File: config.mk
export PLATFORM = sky130hd
export DESIGN_NAME = stonyman_frame_sequencer
export DESIGN_NICKNAME = d
export VERILOG_FILES = /design/src/rtl/stonyman_pkg.sv /design/src/rtl/stonyman_pulse_gen.sv /design/src/rtl/stonyman_frame_sequencer.sv
export SDC_FILE = /design/constraint.sdc
export NUM_CORES = 1
export LEC_CHECK = 0
export ABC_AREA = 1
export CELL_PAD_IN_SITES_DETAIL_PLACEMENT = 1
export CELL_PAD_IN_SITES_GLOBAL_PLACEMENT = 1
export CORE_ASPECT_RATIO = 0.5
export CORE_MARGIN = 4
export CORE_UTILIZATION = 45
export CTS_CLUSTER_DIAMETER = 200
export DETAILED_ROUTE_END_ITERATION = 8
export DONT_BUFFER_PORTS = 1
export GPL_TIMING_DRIVEN = 0
export PLACE_DENSITY = 0.84
export SYNTH_ARGS = -nofsm -noshare
export SYNTH_HDL_FRONTEND = slang
export SYNTH_SLANG_ARGS = --single-unit
File: constraint.sdc
create_clock -name i_clk -period 2.35 [get_ports i_clk]
set_input_delay 0.47 -clock i_clk [delete_from_list [all_inputs] [get_ports i_clk]]
set_output_delay 0.47 -clock i_clk [all_outputs]
set_load 0.02 [all_outputs]
File: src/rtl/stonyman_pkg.sv
// Shared constants, pulse-select encoding and sequencer states for the
// Stonyman frame capture path.
package stonyman_pkg;

    localparam int REG_COLSEL = 0;
    localparam int REG_ROWSEL = 1;

    typedef enum logic [1:0] {
        PULSE_RESP = 2'd0,
        PULSE_INCP = 2'd1,
        PULSE_RESV = 2'd2,
        PULSE_INCV = 2'd3
    } pulse_sel_t;

    typedef enum logic [3:0] {
        ST_IDLE,
        ST_ROW_PTR,
        ST_ROW_VAL,
        ST_COL_PTR,
        ST_COL_VAL,
        ST_SETTLE,
        ST_TRIGGER,
        ST_WAIT_DONE,
        ST_NEXT_COL,
        ST_DONE
    } seq_state_t;

endpackage

File: src/rtl/stonyman_pulse_gen.sv
// Drives one Stonyman sensor line high/low PULSE_CYCLES each, repeated i_count
// times; o_done marks the final low cycle so a chained go leaves no gap.
module stonyman_pulse_gen
    import stonyman_pkg::*;
#(
    parameter int PULSE_CYCLES = 4
) (
    input  logic       i_clk,
    input  logic       i_reset,
    input  logic       i_go,
    input  pulse_sel_t i_sel,
    input  logic [7:0] i_count,
    output logic       o_resp,
    output logic       o_incp,
    output logic       o_resv,
    output logic       o_incv,
    output logic       o_done
);

    localparam int PW = $clog2(PULSE_CYCLES + 1);
    localparam logic [PW-1:0] LAST_PHASE = PW'(PULSE_CYCLES - 1);

    logic            r_active;
    logic            r_high;
    logic [PW-1:0]   r_phaseCnt;
    logic [7:0]      r_left;
    pulse_sel_t      r_sel;
    logic            w_lineOn;

    // A new go always restarts the primitive, which lets the sequencer chain
    // the next pulse in the same cycle the previous one reports done.
    always_ff @(posedge i_clk) begin
        if (i_reset) begin
            r_active   <= 1'b0;
            r_high     <= 1'b0;
            r_phaseCnt <= '0;
            r_left     <= '0;
            r_sel      <= PULSE_RESP;
        end else if (i_go) begin
            r_active   <= 1'b1;
            r_high     <= 1'b1;
            r_phaseCnt <= '0;
            r_left     <= i_count;
            r_sel      <= i_sel;
        end else if (r_active) begin
            if (r_phaseCnt == LAST_PHASE) begin
                r_phaseCnt <= '0;
                if (r_high) begin
                    r_high <= 1'b0;
                end else if (r_left <= 8'd1) begin
                    r_active <= 1'b0;
                end else begin
                    r_left <= r_left - 8'd1;
                    r_high <= 1'b1;
                end
            end else begin
                r_phaseCnt <= r_phaseCnt + PW'(1);
            end
        end
    end

    assign w_lineOn = r_active && r_high;
    assign o_resp   = w_lineOn && (r_sel == PULSE_RESP);
    assign o_incp   = w_lineOn && (r_sel == PULSE_INCP);
    assign o_resv   = w_lineOn && (r_sel == PULSE_RESV);
    assign o_incv   = w_lineOn && (r_sel == PULSE_INCV);
    assign o_done   = r_active && !r_high && (r_phaseCnt == LAST_PHASE) && (r_left <= 8'd1);

endmodule

File: src/rtl/stonyman_frame_sequencer.sv
// Frame-level sequencer: walks the sensor row/column registers, settles,
// triggers adc_controller per pixel and reports frame completion.
module stonyman_frame_sequencer
    import stonyman_pkg::*;
#(
    parameter int ROWS          = 112,
    parameter int COLS          = 112,
    parameter int PULSE_CYCLES  = 4,
    parameter int SETTLE_CYCLES = 16,
    localparam int RW = (ROWS > 1) ? $clog2(ROWS) : 1,
    localparam int CW = (COLS > 1) ? $clog2(COLS) : 1
) (
    input  logic          i_clk,
    input  logic          i_reset,
    input  logic          i_frame_start,
    input  logic          i_adc_capture_done,
    input  logic          i_fifo_full,
    output logic          o_adc_capture_start,
    output logic          o_resp,
    output logic          o_incp,
    output logic          o_resv,
    output logic          o_incv,
    output logic          o_frame_busy,
    output logic          o_frame_done,
    output logic [RW-1:0] o_row,
    output logic [CW-1:0] o_col
);

    localparam int SW = $clog2(SETTLE_CYCLES + 1);
    localparam logic [SW-1:0] LAST_SETTLE = SW'(SETTLE_CYCLES - 1);
    localparam logic [RW-1:0] LAST_ROW    = RW'(ROWS - 1);
    localparam logic [CW-1:0] LAST_COL    = CW'(COLS - 1);

    seq_state_t    r_state, w_nextState;
    logic          r_step, w_nextStep;
    logic [RW-1:0] r_row, w_nextRow;
    logic [CW-1:0] r_col, w_nextCol;
    logic [SW-1:0] r_settleCnt, w_nextSettle;
    logic          w_go;
    pulse_sel_t    w_sel;
    logic [7:0]    w_count;
    logic          w_pgDone;

    stonyman_pulse_gen #(
        .PULSE_CYCLES(PULSE_CYCLES)
    ) u_pulseGen (
        .i_clk   (i_clk),
        .i_reset (i_reset),
        .i_go    (w_go),
        .i_sel   (w_sel),
        .i_count (w_count),
        .o_resp  (o_resp),
        .o_incp  (o_incp),
        .o_resv  (o_resv),
        .o_incv  (o_incv),
        .o_done  (w_pgDone)
    );

    always_ff @(posedge i_clk) begin
        if (i_reset) begin
            r_state     <= ST_IDLE;
            r_step      <= 1'b0;
            r_row       <= '0;
            r_col       <= '0;
            r_settleCnt <= '0;
        end else begin
            r_state     <= w_nextState;
            r_step      <= w_nextStep;
            r_row       <= w_nextRow;
            r_col       <= w_nextCol;
            r_settleCnt <= w_nextSettle;
        end
    end

    // Each pulse is launched in the cycle its predecessor (or the triggering
    // event) completes, so the sensor sees back-to-back pulses with no slack.
    always_comb begin
        w_nextState         = r_state;
        w_nextStep          = r_step;
        w_nextRow           = r_row;
        w_nextCol           = r_col;
        w_nextSettle        = r_settleCnt;
        w_go                = 1'b0;
        w_sel               = PULSE_RESP;
        w_count             = 8'd1;
        o_adc_capture_start = 1'b0;
        case (r_state)
            ST_IDLE: begin
                if (i_frame_start) begin
                    w_nextRow   = '0;
                    w_nextCol   = '0;
                    w_nextStep  = 1'b0;
                    w_go        = 1'b1;
                    w_nextState = ST_ROW_PTR;
                end
            end
            ST_ROW_PTR: begin
                if (w_pgDone) begin
                    w_go = 1'b1;
                    if (!r_step) begin
                        w_sel      = PULSE_INCP;
                        w_count    = 8'(REG_ROWSEL);
                        w_nextStep = 1'b1;
                    end else begin
                        w_sel       = PULSE_RESV;
                        w_nextStep  = 1'b0;
                        w_nextState = ST_ROW_VAL;
                    end
                end
            end
            ST_ROW_VAL: begin
                if (w_pgDone) begin
                    w_go = 1'b1;
                    if (!r_step && (r_row != '0)) begin
                        w_sel      = PULSE_INCV;
                        w_count    = 8'(r_row);
                        w_nextStep = 1'b1;
                    end else begin
                        w_nextStep  = 1'b0;
                        w_nextState = ST_COL_PTR;
                    end
                end
            end
            ST_COL_PTR: begin
                if (w_pgDone) begin
                    w_go        = 1'b1;
                    w_sel       = PULSE_RESV;
                    w_nextState = ST_COL_VAL;
                end
            end
            ST_COL_VAL, ST_NEXT_COL: begin
                if (w_pgDone) begin
                    w_nextSettle = '0;
                    w_nextState  = ST_SETTLE;
                end
            end
            ST_SETTLE: begin
                if (r_settleCnt == LAST_SETTLE) begin
                    w_nextState = ST_TRIGGER;
                end else begin
                    w_nextSettle = r_settleCnt + SW'(1);
                end
            end
            ST_TRIGGER: begin
                if (!i_fifo_full) begin
                    o_adc_capture_start = 1'b1;
                    w_nextState         = ST_WAIT_DONE;
                end
            end
            ST_WAIT_DONE: begin
                if (i_adc_capture_done) begin
                    if (r_col == LAST_COL) begin
                        if (r_row == LAST_ROW) begin
                            w_nextState = ST_DONE;
                        end else begin
                            w_nextRow   = r_row + RW'(1);
                            w_nextCol   = '0;
                            w_nextStep  = 1'b0;
                            w_go        = 1'b1;
                            w_nextState = ST_ROW_PTR;
                        end
                    end else begin
                        w_nextCol   = r_col + CW'(1);
                        w_go        = 1'b1;
                        w_sel       = PULSE_INCV;
                        w_nextState = ST_NEXT_COL;
                    end
                end
            end
            ST_DONE: begin
                w_nextState = ST_IDLE;
            end
            default: begin
                w_nextState = ST_IDLE;
            end
        endcase
    end

    assign o_frame_busy = (r_state != ST_IDLE);
    assign o_frame_done = (r_state == ST_DONE);
    assign o_row        = r_row;
    assign o_col        = r_col;

endmodule

==> out/results.ini <==
[synthesis]
synthCells=383
synth_nets=396
synth_cell_types=35
synth_ff_type=dfxtp_1
synth_area_um2=2500
synth_area_per_cell_um2=6.53
synth-seq-area-share_pct=31.2
ys_ff_latch=39
async_flop_share_pct=0
yosysWarnings=0
synth_edf_count=0

[final_layout]
area_delta_synth_final_pct=7.35
drive_gt1_share_pct=11.3
diodes=0
fillers=712
fin_area_um2=2690
post-route-util_pct=52.3
nets=403
instances_no_fill=461

[cts]
cts_buffer_depth=2
cts_made_buffers=5
cts_root_buf=clkbuf_8
clk_latency_ns=0.32
cts_num_sinks=39
h-tree-depth=2
cts_tree=done
clkSlewWorstSetupHoldPaths_ns=0.08

[worst_hold_path]
holdPathStages=1
worstHoldPathType=input pin to register

[floorplanning]
floorplan.initialDensity_pct=48.7
ios=26
dieArea_um2=6890
fp.dieH_um=60.7
row_count=18
coreArea_um2=5130
die_x_um=113

[sta]
finalSetupViolCount=0
clock.fmax_ghz=0.450
skew_ns=0.00591
rsz0062_at_grt=no
period_minus_slack_ns=2.22
worstMarginPinSlew_ns=0.876
slew_viol_final=0
setup_ws_ns=0.130
relSlewSlack_pct=41.1
fin_tns_setup_ns=0
finalHoldViolations=0
finalCritPeriodShare_pct=94.5

[detailed_routing]
drc=0
routed_wl_mm=7.39
via_count=2526
ant_nets=0
avgRoutedWirePerCell_um=16.0
firstDrtPassIters=5
drtIter0Drc=108
drt-vias-per-instance=5.48

[setup_path]
crit_fanout=8
worstSetupPathType=register to output port
endpoint_kind=output port
worst_ep_arrival_time_ns=1.75
reg2reg_depth=13
start_kind=register
crit_required_ns=1.88

[placed_design]
hpwl_mm=5.77
numPortBuffers=0
placed_cell_area_um2=2590
pre_cts_ws_ns=0.0711
placedCellCount=453
gp_congestion=0.896

[power]
power.switching_uw=1560
clkPwrFrac_pct=15.4
vdd_ir_drop_max_mv=0.653
pwr-share-seq_pct=29.7
leakage_uw=0.00120
p_int_uw=1530
pwr-share-comb_pct=55.0
swShare_pct=50.6
power_density_nw_per_um2=1150

[global_route]
grt_max_degree=12
grt_pass1_vias=2603
use_met1_pct=27.5
antenna_found_initial=0
grt_pass1_wl_mm=12.2
grt-ovfl-total=0
grtUsageMet3_pct=6.87
grt_usage_pct=23.3
met2_usage_pct=40.7
top_usage_layer=met2

[run]
cap_viol_max_count=0

[run_status]
status=finished clean

## layout make-up
cell class,count,area [um^2],area share (%)
inverters,55,206,7.69
clock buffers,7,76.3,2.84
well taps,70,87.6,3.26
clock inverters,1,5.00,0.186
multi-input cells,285,1500,55.8
plain buffers,4,25.0,0.932
flip-flops and latches,39,786,29.3
## cells by family (layout without fill, tap and decap cells)
family | count (synthesis) | in the layout | synth area share [%]
xor gates and xnor gates | 8 | 8 | 2.80
buffers and inverters | 59 | 67 | 9.25
DFF | 39 | 39 | 31.2
adders and majority gates | 8 | 8 | 4.00
AOI/OAI and AO/OA | 41 | 41 | 9.05
and+or+nand+nor | 228 | 228 | 43.7
## path summary, 6_finish.rpt
kind | from | endpoint | slack (ns)
max reg2reg | o_row[0]$_SDFFE_PP0P_ | u_pulseGen.r_left[4]$_SDFFE_PP0P_ | 0.17
min | i_reset | o_col[1]$_SDFFE_PP0P_ | 0.21
min reg2reg | u_pulseGen.r_phaseCnt[2]$_SDFFE_PP0P_ | u_pulseGen.r_phaseCnt[2]$_SDFFE_PP0P_ | 0.47
max | u_pulseGen.r_active$_SDFF_PP0_ | o_resp | 0.13
## layout by cell type, fill, tap and decap left out, types with 2 or more instances in the layout
cell       n
nand2_1   77
nor2_1    60
inv_1     48
dfxtp_1   35
nor3_1    25
nand3_1   22
a21oi_1   16
o21ai_0   16
nand4_1    9
nand2_2    8
ha_1       8
xor2_1     7
inv_2      6
nor2_2     6
clkbuf_8   5
nand2_4    4
nand3b_1   4
nor3b_1    4
dfxtp_2    4
clkbuf_1   3
a211oi_1   3
nor2_8     2
nor2_4     2
buf_2      2
o22ai_1    2
## worst max-delay path, stage by stage (launching register included)
cell	delay, ns
dfxtp_1	0.31
clkbuf_1	0.33
nand2_1	0.20
nor3_1	0.60
## power by group through the flow
stage | Combinational, uW | Sequential [uW] | Clock [uW]
detailed placement | 1660 | 926 | 0
finish | 1700 | 917 | 474
global route | 1930 | 932 | 512
CTS | 1680 | 911 | 485
global placement | 1590 | 915 | 0
floorplan | 1320 | 892 | 0
## sequential cells by signal (all words and copies together), names as in the netlist
name                   count
u_pulseGen.r_left          8
o_col                      7
o_row                      7
r_settleCnt                5
r_state                    4
u_pulseGen.r_phaseCnt      3
u_pulseGen.r_sel           2
r_step                     1
u_pulseGen.r_active        1
u_pulseGen.r_high          1
## layer usage
metal  share of wire, %  routed length [um]  vias to the layer above
met3                7.2                 530                       12
met1                 44                3280                     1218
li1                   -                   -                     1244
met2                 47                3450                       52
met4                1.8                 130                        0
met5                  0                   0                        -
## Yosys cell counts, types with 2 or more instances
cell type,count,area [um^2]
nor2_1,61,229
nor2_8,2,40.0
nand4_1,9,56.3
nand2_1,77,289
a21oi_1,16,80.1
dfxtp_1,39,781
nand2_2,8,50.1
nand2_4,4,45.0
a211oi_1,3,22.5
nand3_1,22,110
nor2_4,2,22.5
nor3_1,25,125
inv_2,6,22.5
nand3b_1,4,30.0
inv_1,48,180
ha_1,8,100
nor2_2,5,31.3
o22ai_1,2,12.5
xor2_1,7,61.3
buf_2,2,10.0
o21ai_0,16,80.1
nor3b_1,4,30.0
## metrics by stage
stage,hold slack [ns],power (uW)
after floorplan,0.422,2210
final,0.211,3090
after global routing,0.201,3370
after detailed placement,0.457,2590
after global placement,0.441,2500
after CTS,0.205,3080
## timing repair
action	CTS	global route
setup endpoints to repair	0	24
hold endpoints to repair	0	0
hold buffers	0	0
gates resized for setup	0	6
setup buffers	0	0
Power figures use the tool's default switching activity.
